### config.mk
export PLATFORM = sky130hd
export DESIGN_NAME = alu_serial_deser
export DESIGN_NICKNAME = d
export VERILOG_FILES = /design/src/rtl/alu_serial_deser.sv
export SDC_FILE = /design/constraint.sdc
export NUM_CORES = 1
export LEC_CHECK = 0
export ABC_AREA = 1
export ABC_CLOCK_PERIOD_IN_PS = 3070
export CAP_MARGIN = 20
export CORE_ASPECT_RATIO = 2
export CORE_MARGIN = 1
export CORE_UTILIZATION = 48
export CTS_CLUSTER_SIZE = 14
export DETAILED_ROUTE_END_ITERATION = 12
export GPL_TIMING_DRIVEN = 1
export PLACE_DENSITY = 0.71
export REMOVE_ABC_BUFFERS = 1
export SYNTH_ARGS = -nofsm -noshare
export SYNTH_HDL_FRONTEND = slang
export SYNTH_SLANG_ARGS = --single-unit
### constraint.sdc
create_clock -name clk -period 3.07 [get_ports clk]
set_clock_uncertainty 0.15 [all_clocks]
set_input_delay 0.4605 -clock clk [delete_from_list [all_inputs] [get_ports clk]]
set_output_delay 0.4605 -clock clk [all_outputs]
set_load 0.01 [all_outputs]
### src/rtl/alu_serial_deser.sv
// Serial input stage of the ALU: parses 11-bit packets into an operand/opcode frame.
// Optional CRC checking is built when ALU_DESER_CRC_CHECK_EN is defined.
module alu_serial_deser #(
  parameter int N_DATA = 8
) (
  input  logic                clk,
  input  logic                rst_n,
  input  logic                sin,
  output logic                out_valid,
  output logic [4*N_DATA-1:0] a,
  output logic [4*N_DATA-1:0] b,
  output logic [2:0]          op,
  output logic [2:0]          err_flags
);

  localparam int SH_W  = 8 * N_DATA;
  localparam int HW    = 4 * N_DATA;
  localparam int CNT_W = $clog2(N_DATA + 2);

  typedef enum logic [2:0] {
    S_IDLE,
    S_TYPE,
    S_PAYLOAD,
    S_STOP,
    S_RESYNC
  } state_t;

  typedef enum logic [2:0] {
    OP_AND = 3'b000,
    OP_OR  = 3'b001,
    OP_ADD = 3'b100,
    OP_SUB = 3'b101
  } operation_t;

  localparam logic [2:0] ERR_DATA = 3'b100;
  localparam logic [2:0] ERR_CRC  = 3'b010;
  localparam logic [2:0] ERR_OP   = 3'b001;

  state_t           r_state;
  logic [2:0]       r_bit_cnt;
  logic             r_is_cmd;
  logic [7:0]       r_payload;
  logic [SH_W-1:0]  r_shreg;
  logic [CNT_W-1:0] r_data_cnt;
  logic             r_out_valid;
  logic [HW-1:0]    r_a;
  logic [HW-1:0]    r_b;
  logic [2:0]       r_op;
  logic [2:0]       r_err;

  logic [2:0]       w_cmd_op;
  logic             w_cnt_ok;
  logic             w_crc_ok;
  logic             w_op_ok;
  logic             w_unused_bits;

  function automatic logic op_is_valid(input logic [2:0] o);
    case (o)
      OP_AND, OP_OR, OP_ADD, OP_SUB: return 1'b1;
      default:                       return 1'b0;
    endcase
  endfunction

  assign w_cmd_op = r_payload[6:4];
  assign w_cnt_ok = (r_data_cnt == CNT_W'(N_DATA));
  assign w_op_ok  = op_is_valid(w_cmd_op);

`ifdef ALU_DESER_CRC_CHECK_EN
  logic [3:0] r_crc;
  logic [3:0] w_crc_calc;
  logic       w_data_done;
  logic       w_frame_clr;

  // One LFSR step of x^4+x+1, fed MSB first.
  function automatic logic [3:0] crc_bit(input logic [3:0] c, input logic d);
    logic fb;
    fb = d ^ c[3];
    return {c[2], c[1], c[0] ^ fb, fb};
  endfunction

  function automatic logic [3:0] crc_byte(input logic [3:0] c, input logic [7:0] d);
    logic [3:0] n;
    n = c;
    for (int i = 7; i >= 0; i--) n = crc_bit(n, d[i]);
    return n;
  endfunction

  function automatic logic [3:0] crc_nib(input logic [3:0] c, input logic [3:0] d);
    logic [3:0] n;
    n = c;
    for (int i = 3; i >= 0; i--) n = crc_bit(n, d[i]);
    return n;
  endfunction

  assign w_data_done   = (r_state == S_STOP) && sin && !r_is_cmd;
  assign w_frame_clr   = (r_state == S_STOP) && (!sin || r_is_cmd);
  assign w_crc_calc    = crc_nib(r_crc, {1'b1, w_cmd_op});
  assign w_crc_ok      = (w_crc_calc == r_payload[3:0]);
  assign w_unused_bits = r_payload[7];

  // Running CRC over the DATA bytes of the current frame; the CMD tail is folded in combinationally.
  always_ff @(posedge clk or negedge rst_n) begin
    if (!rst_n)           r_crc <= '0;
    else if (w_frame_clr) r_crc <= '0;
    else if (w_data_done) r_crc <= crc_byte(r_crc, r_payload);
  end
`else
  assign w_crc_ok      = 1'b1;
  assign w_unused_bits = ^{r_payload[7], r_payload[3:0]};
`endif

  // NOTE: sequential state uses non-blocking assignments so every register sees pre-edge values.
  always_ff @(posedge clk or negedge rst_n) begin
    if (!rst_n) begin
      r_state     <= S_IDLE;
      r_bit_cnt   <= '0;
      r_is_cmd    <= 1'b0;
      r_payload   <= '0;
      r_shreg     <= '0;
      r_data_cnt  <= '0;
      r_out_valid <= 1'b0;
      r_a         <= '0;
      r_b         <= '0;
      r_op        <= '0;
      r_err       <= '0;
    end else begin
      r_out_valid <= 1'b0;
      case (r_state)
        S_IDLE: begin
          if (!sin) r_state <= S_TYPE;
        end
        S_TYPE: begin
          r_is_cmd  <= sin;
          r_bit_cnt <= '0;
          r_state   <= S_PAYLOAD;
        end
        S_PAYLOAD: begin
          r_payload <= {r_payload[6:0], sin};
          r_bit_cnt <= r_bit_cnt + 3'd1;
          if (r_bit_cnt == 3'd7) r_state <= S_STOP;
        end
        S_STOP: begin
          if (!sin) begin
            // Framing lost: drop the frame and report it as a data error.
            r_out_valid <= 1'b1;
            r_err       <= ERR_DATA;
            r_data_cnt  <= '0;
            r_shreg     <= '0;
            r_state     <= S_RESYNC;
          end else begin
            r_state <= S_IDLE;
            if (r_is_cmd) begin
              r_out_valid <= 1'b1;
              r_a         <= r_shreg[HW-1:0];
              r_b         <= r_shreg[SH_W-1:HW];
              r_op        <= w_cmd_op;
              r_data_cnt  <= '0;
              if (!w_cnt_ok)      r_err <= ERR_DATA;
              else if (!w_crc_ok) r_err <= ERR_CRC;
              else if (!w_op_ok)  r_err <= ERR_OP;
              else                r_err <= 3'b000;
            end else begin
              r_shreg <= {r_shreg[SH_W-9:0], r_payload};
              if (r_data_cnt != CNT_W'(N_DATA + 1)) r_data_cnt <= r_data_cnt + CNT_W'(1);
            end
          end
        end
        S_RESYNC: begin
          if (sin) r_state <= S_IDLE;
        end
        default: r_state <= S_IDLE;
      endcase
    end
  end

  assign out_valid = r_out_valid;
  assign a         = r_a;
  assign b         = r_b;
  assign op        = r_op;
  assign err_flags = r_err;

endmodule

; ---- Yosys cells after proc, flatten, opt, wreduce, memory -nomap -nowiden
; Cells that the tools add are included.
[totals]
ff_bits = 154
input_bits = 3
out_inout_bits = 71
[op_classes]
addsub = 2
n_eq_ne = 16
mux = 19
reduce_logical = 9
[ops]
columns = operator, count
row1 = two-way mux 64 bit, 2
row2 = two-way mux 3 bit, 7
row3 = one-hot mux 3 bit (5 select lines), 1
row4 = equality test 3 bit (second input constant), 4
row5 = two-way mux 4 bit, 3
row6 = inequality test 2 bit (second input constant), 4
row7 = equality test 3 x 1 -> 1 bit (second input constant), 2
row8 = equality test 3 x 2 -> 1 bit (second input constant), 2
row9 = zero test 3 bit, 2
row10 = one-hot mux 3 bit (2 select lines), 1
row11 = AND reduction 2 bit, 3
row12 = AND reduction 3 bit, 2
row13 = two-way mux 1 bit, 5
row14 = adder 4 x 1 -> 4 bit (second input constant), 1
row15 = equality test 4 bit (second input constant), 1
row16 = inequality test 4 bit (second input constant), 1
row17 = OR reduction 4 bit, 1
row18 = adder 3 x 1 -> 3 bit (second input constant), 1
row19 = inequality test 3 x 1 -> 1 bit (second input constant), 1
row20 = inequality test 2 x 1 -> 1 bit (second input constant), 1
row21 = nonzero test 2 bit, 1

; ---- Logic depth before layout (Yosys ltp)
[logic_depth]
word_depth = 7
depth_mapped = 7
ltp_nobuf = 7

; ---- Worst setup path before layout
; No wires, ideal clock.
[synth_path]
path_kind = input-to-reg
start = in sin
end = reg r_a[11] (netlist: a[11])
setup_time_ps = 130
arrival_time_ps = 1143
slack_ps = 1647
cell_stages = 7
n_path_buf = 2
cell_sequence = nand2_1 -> inv_1 -> nand2_4 -> buf_6 -> buf_6 -> nand2_1 -> o21ai_1
[synth_between]
elab_chain_len = 1
[synth_lines]
columns = element, line_no
row1 = "start, declared", 8  ; input logic sin,
row2 = AND reduction 3 bit (no source line), n/a
row3 = "end signal, assigned", 154  ; r_a <= r_shreg[HW-1:0];
row4 = "end, declared", 46  ; logic [HW-1:0] r_a;
; Every way passes these cells.
; A chain may end at the register's enable or synchronous reset.

; ---- Worst setup path after layout
[layout_path]
start = in sin
end = reg r_a[28] (netlist: a[28])
; Same word-level chain as after synthesis.

==> flow_metrics.py <==
metrics = {
    "clock_tree": {
        "holdBufCountCts": 1,
        "cts_tree": "yes",
        "cts_root_buffer": "clkbuf_16",
        "cts.clk_slew.worst_paths_ns": 0.06,
        "clkLatencyLatePin_ns": 0.41,
        "numCtsBuffers": 17,
        "cts_resized": 0,
        "cts_sinks": 153,
        "cts.path.max_buffers": 2,
        "post_cts_buffers": 0,
        "htree_levels": 4,
    },
    "final_layout": {
        "stdcell_count": 770,
        "synthToLayoutAreaGrowth_pct": 23.8,
        "fin_util_pct": 61.0,
        "n_antenna_cell": 0,
        "final_nets": 620,
        "drive_above_1_share_pct": 7.36,
    },
    "setup_path": {
        "required_ns": 3.21,
        "startpoint_type": "input pin",
        "endpoint_kind": "flop",
        "path_class": "input pin to flop",
        "worstPathMaxFanout": 74,
        "crit_arrival_ns": 2.27,
        "ff2ff_path_depth": 6,
    },
    "grt": {
        "grt-ovfl-total": 0,
        "grt_start_max_net_pins": 75,
        "antenna_found_initial": 0,
        "busiest_layer": "met2",
        "grt_usage_pct": 19.3,
        "use_met2_pct": 34.0,
        "met1_usage_pct": 22.3,
        "grtUsageMet3_pct": 4.87,
        "grt_pass1_wl_um": 18300,
        "grt_pass1_vias": 3912,
    },
    "sta": {
        "period_minus_slack_ns": 2.14,
        "worst_pin_slew_ns": 0.698,
        "layout_setup_ws_ns": 0.934,
        "maxSlewHeadroom_pct": 53.4,
        "holdWs_ns": 0.336,
        "tns_ns": 0,
        "fmax_ghz": 0.468,
        "slew_violations": 0,
        "fin_crit_sh_pct": 69.6,
        "rsz0062_at_grt": "false",
        "setup_violations": 0,
        "hold_viol_final": 0,
    },
    "die": {
        "start_util_pct": 49.3,
        "std_cell_rows": 56,
        "core_area_mm2": 0.0117,
        "dieArea_mm2": 0.0125,
        "pin_count": 74,
        "die_w_um": 79.5,
        "die_h_um": 157,
    },
    "yosys": {
        "yosysSeqAreaShare_pct": 66.3,
        "postSynthCellCount": 543,
        "avgSynthCellArea_um2": 10.6,
        "yosys.area_share.xor_xnor_pct": 0,
        "synth_compound_area_share_pct": 14.1,
        "synth_top_family_by_area": "compound AO/OA/AOI/OAI gates",
        "yosysWarnings": 0,
        "yosys.area_share.simple_pct": 9.37,
        "synth_seq_cells": 153,
        "syn_area_mm2": 0.00577,
        "yosysUniqueCellTypes": 25,
        "muxShareOfSynthArea_pct": 0,
        "yosys.area_share.adder_pct": 1.08,
    },
    "power_and_ir_drop": {
        "pwr_density_cell_mw_per_mm2": 772,
        "p_int_uw": 3870,
        "clkPwrFrac_pct": 37.4,
        "seq_power_share_pct": 44.2,
        "cellLeakagePower_uw": 0.00320,
        "vdd_drop_max_mv": 0.476,
        "swShare_pct": 29.8,
        "power_frac_comb_pct": 18.4,
        "p_sw_uw": 1650,
    },
    "route": {
        "via_per_inst": 5.15,
        "vias": 3968,
        "finalWirelength_um": 11200,
        "first_iter_violations": 197,
        "drc_errors": 0,
        "dr.pass1.iters": 6,
        "drtAntennaViolNets": 0,
        "detail_route.wl_per_cell_um": 14.6,
    },
    "run_status": {
        "outcome": "finished, final reports clean",
    },
    "place": {
        "gp_congestion": 0.764,
        "dp_slack_ns": 0.529,
        "hpwl_um": 7130,
        "port_buffers": 72,
        "place_inst": 737,
    },
    "worst_hold_path": {
        "hold_class": "flop to flop",
        "whs_path_depth": 2,
    },
    "job": {
        "maxCapViolations": 0,
    },
}
## final cells by class
class | instances | area [µm²]
clock buffers | 17 | 425
clock inverters | 15 | 168
fillers | 962 | 4560
inverters | 84 | 315
multi-input cells | 278 | 1420
flip-flops and latches | 153 | 3830
well taps | 145 | 181
repair buffers | 78 | 807
## cell families after synthesis
group,count (synthesis)
simple gates,126
flops,153
buf+inv,112
compound gates,146
fa+ha+maj,5
other cells,1
## flip-flops by register name (all words and copies together) (netlist names)
name	cells
a	32
b	32
err_flags	2
op	3
out_valid	1
r_bit_cnt	3
r_data_cnt	4
r_is_cmd	1
r_payload	8
r_shreg	64
r_state	3
## power groups by stage
stage / Clock (µW) / Sequential (µW) / Combinational, µW
3_5_place_dp: 0 / 2470 / 1020
6_report: 2060 / 2440 / 1010
4_1_cts: 2100 / 2440 / 1030
3_3_place_gp: 0 / 2460 / 984
2_1_floorplan: 0 / 2460 / 578
5_1_grt: 2190 / 2460 / 1130
## worst paths after layout
check                                    startpoint                  endpoint  slack, ns
max                                             sin         a[28]$_DFFE_PN0P_       0.93
min                        r_payload[0]$_DFFE_PN0P_  r_payload[0]$_DFFE_PN0P_       0.34
max reg2reg                  r_state[1]$_DFFE_PN0P_         a[28]$_DFFE_PN0P_       1.14
min reg2reg                r_payload[0]$_DFFE_PN0P_  r_payload[0]$_DFFE_PN0P_       0.34
max in group asynchronous                     rst_n         b[19]$_DFFE_PN0P_       1.53
min in group asynchronous                     rst_n         a[23]$_DFFE_PN0P_       0.45
## stage by stage
stage / total power (µW) / cell area [µm²]
after global routing: 5790 / 7140
final: 5510 / 7140
after CTS: 5560 / 7140
after global placement: 3440 / 6540
after detailed placement: 3490 / 6540
after floorplan: 3040 / 5560
## cells in the final DEF (no fill, tap or decap), drive strengths merged, types with 6 or more instances in the layout
cell and n:
buf 6, clkbuf 17, clkdlybuf4s50 71, dfrtp 153
inv 89, nand2 103, nand3 8, nor2 11
o21ai 81, o22ai 64
## routing by layer
layer / vias up / part of all wire, %
li1: 1918 / -
met1: 1952 / 39
met2: 86 / 56
met3: 12 / 3.3
met4: 0 / 1.1
met5: - / 0
## Yosys cell counts
cell | n | area (µm²)
dfrtp_1 | 153 | 3830
nand2_1 | 99 | 372
inv_1 | 83 | 312
o22ai_1 | 64 | 400
o21ai_1 | 50 | 250
o21ai_0 | 31 | 155
buf_6 | 12 | 135
nor2_1 | 9 | 33.8
nand3_1 | 8 | 40.0
buf_2 | 7 | 35.0
clkbuf_1 | 6 | 22.5
ha_1 | 5 | 62.6
nand2_2 | 3 | 18.8
nor2_8 | 2 | 40.0
a21oi_1 | 1 | 5.00
buf_1 | 1 | 3.75
buf_4 | 1 | 7.51
clkbuf_2 | 1 | 5.00
conb_1 | 1 | 3.75
inv_2 | 1 | 3.75
nand2_4 | 1 | 11.3
nand3b_1 | 1 | 7.51
nand4_1 | 1 | 6.26
nor3_1 | 1 | 5.00
or2_2 | 1 | 6.26
## critical path: stages
cell and delay (ns):
clkdlybuf4s50_1 0.59, nand2_1 0.08, inv_1 0.20, nand2_4 0.37
buf_12 0.35, nand2_1 0.10, o21ai_0 0.08
Power figures use the tool's default switching activity.
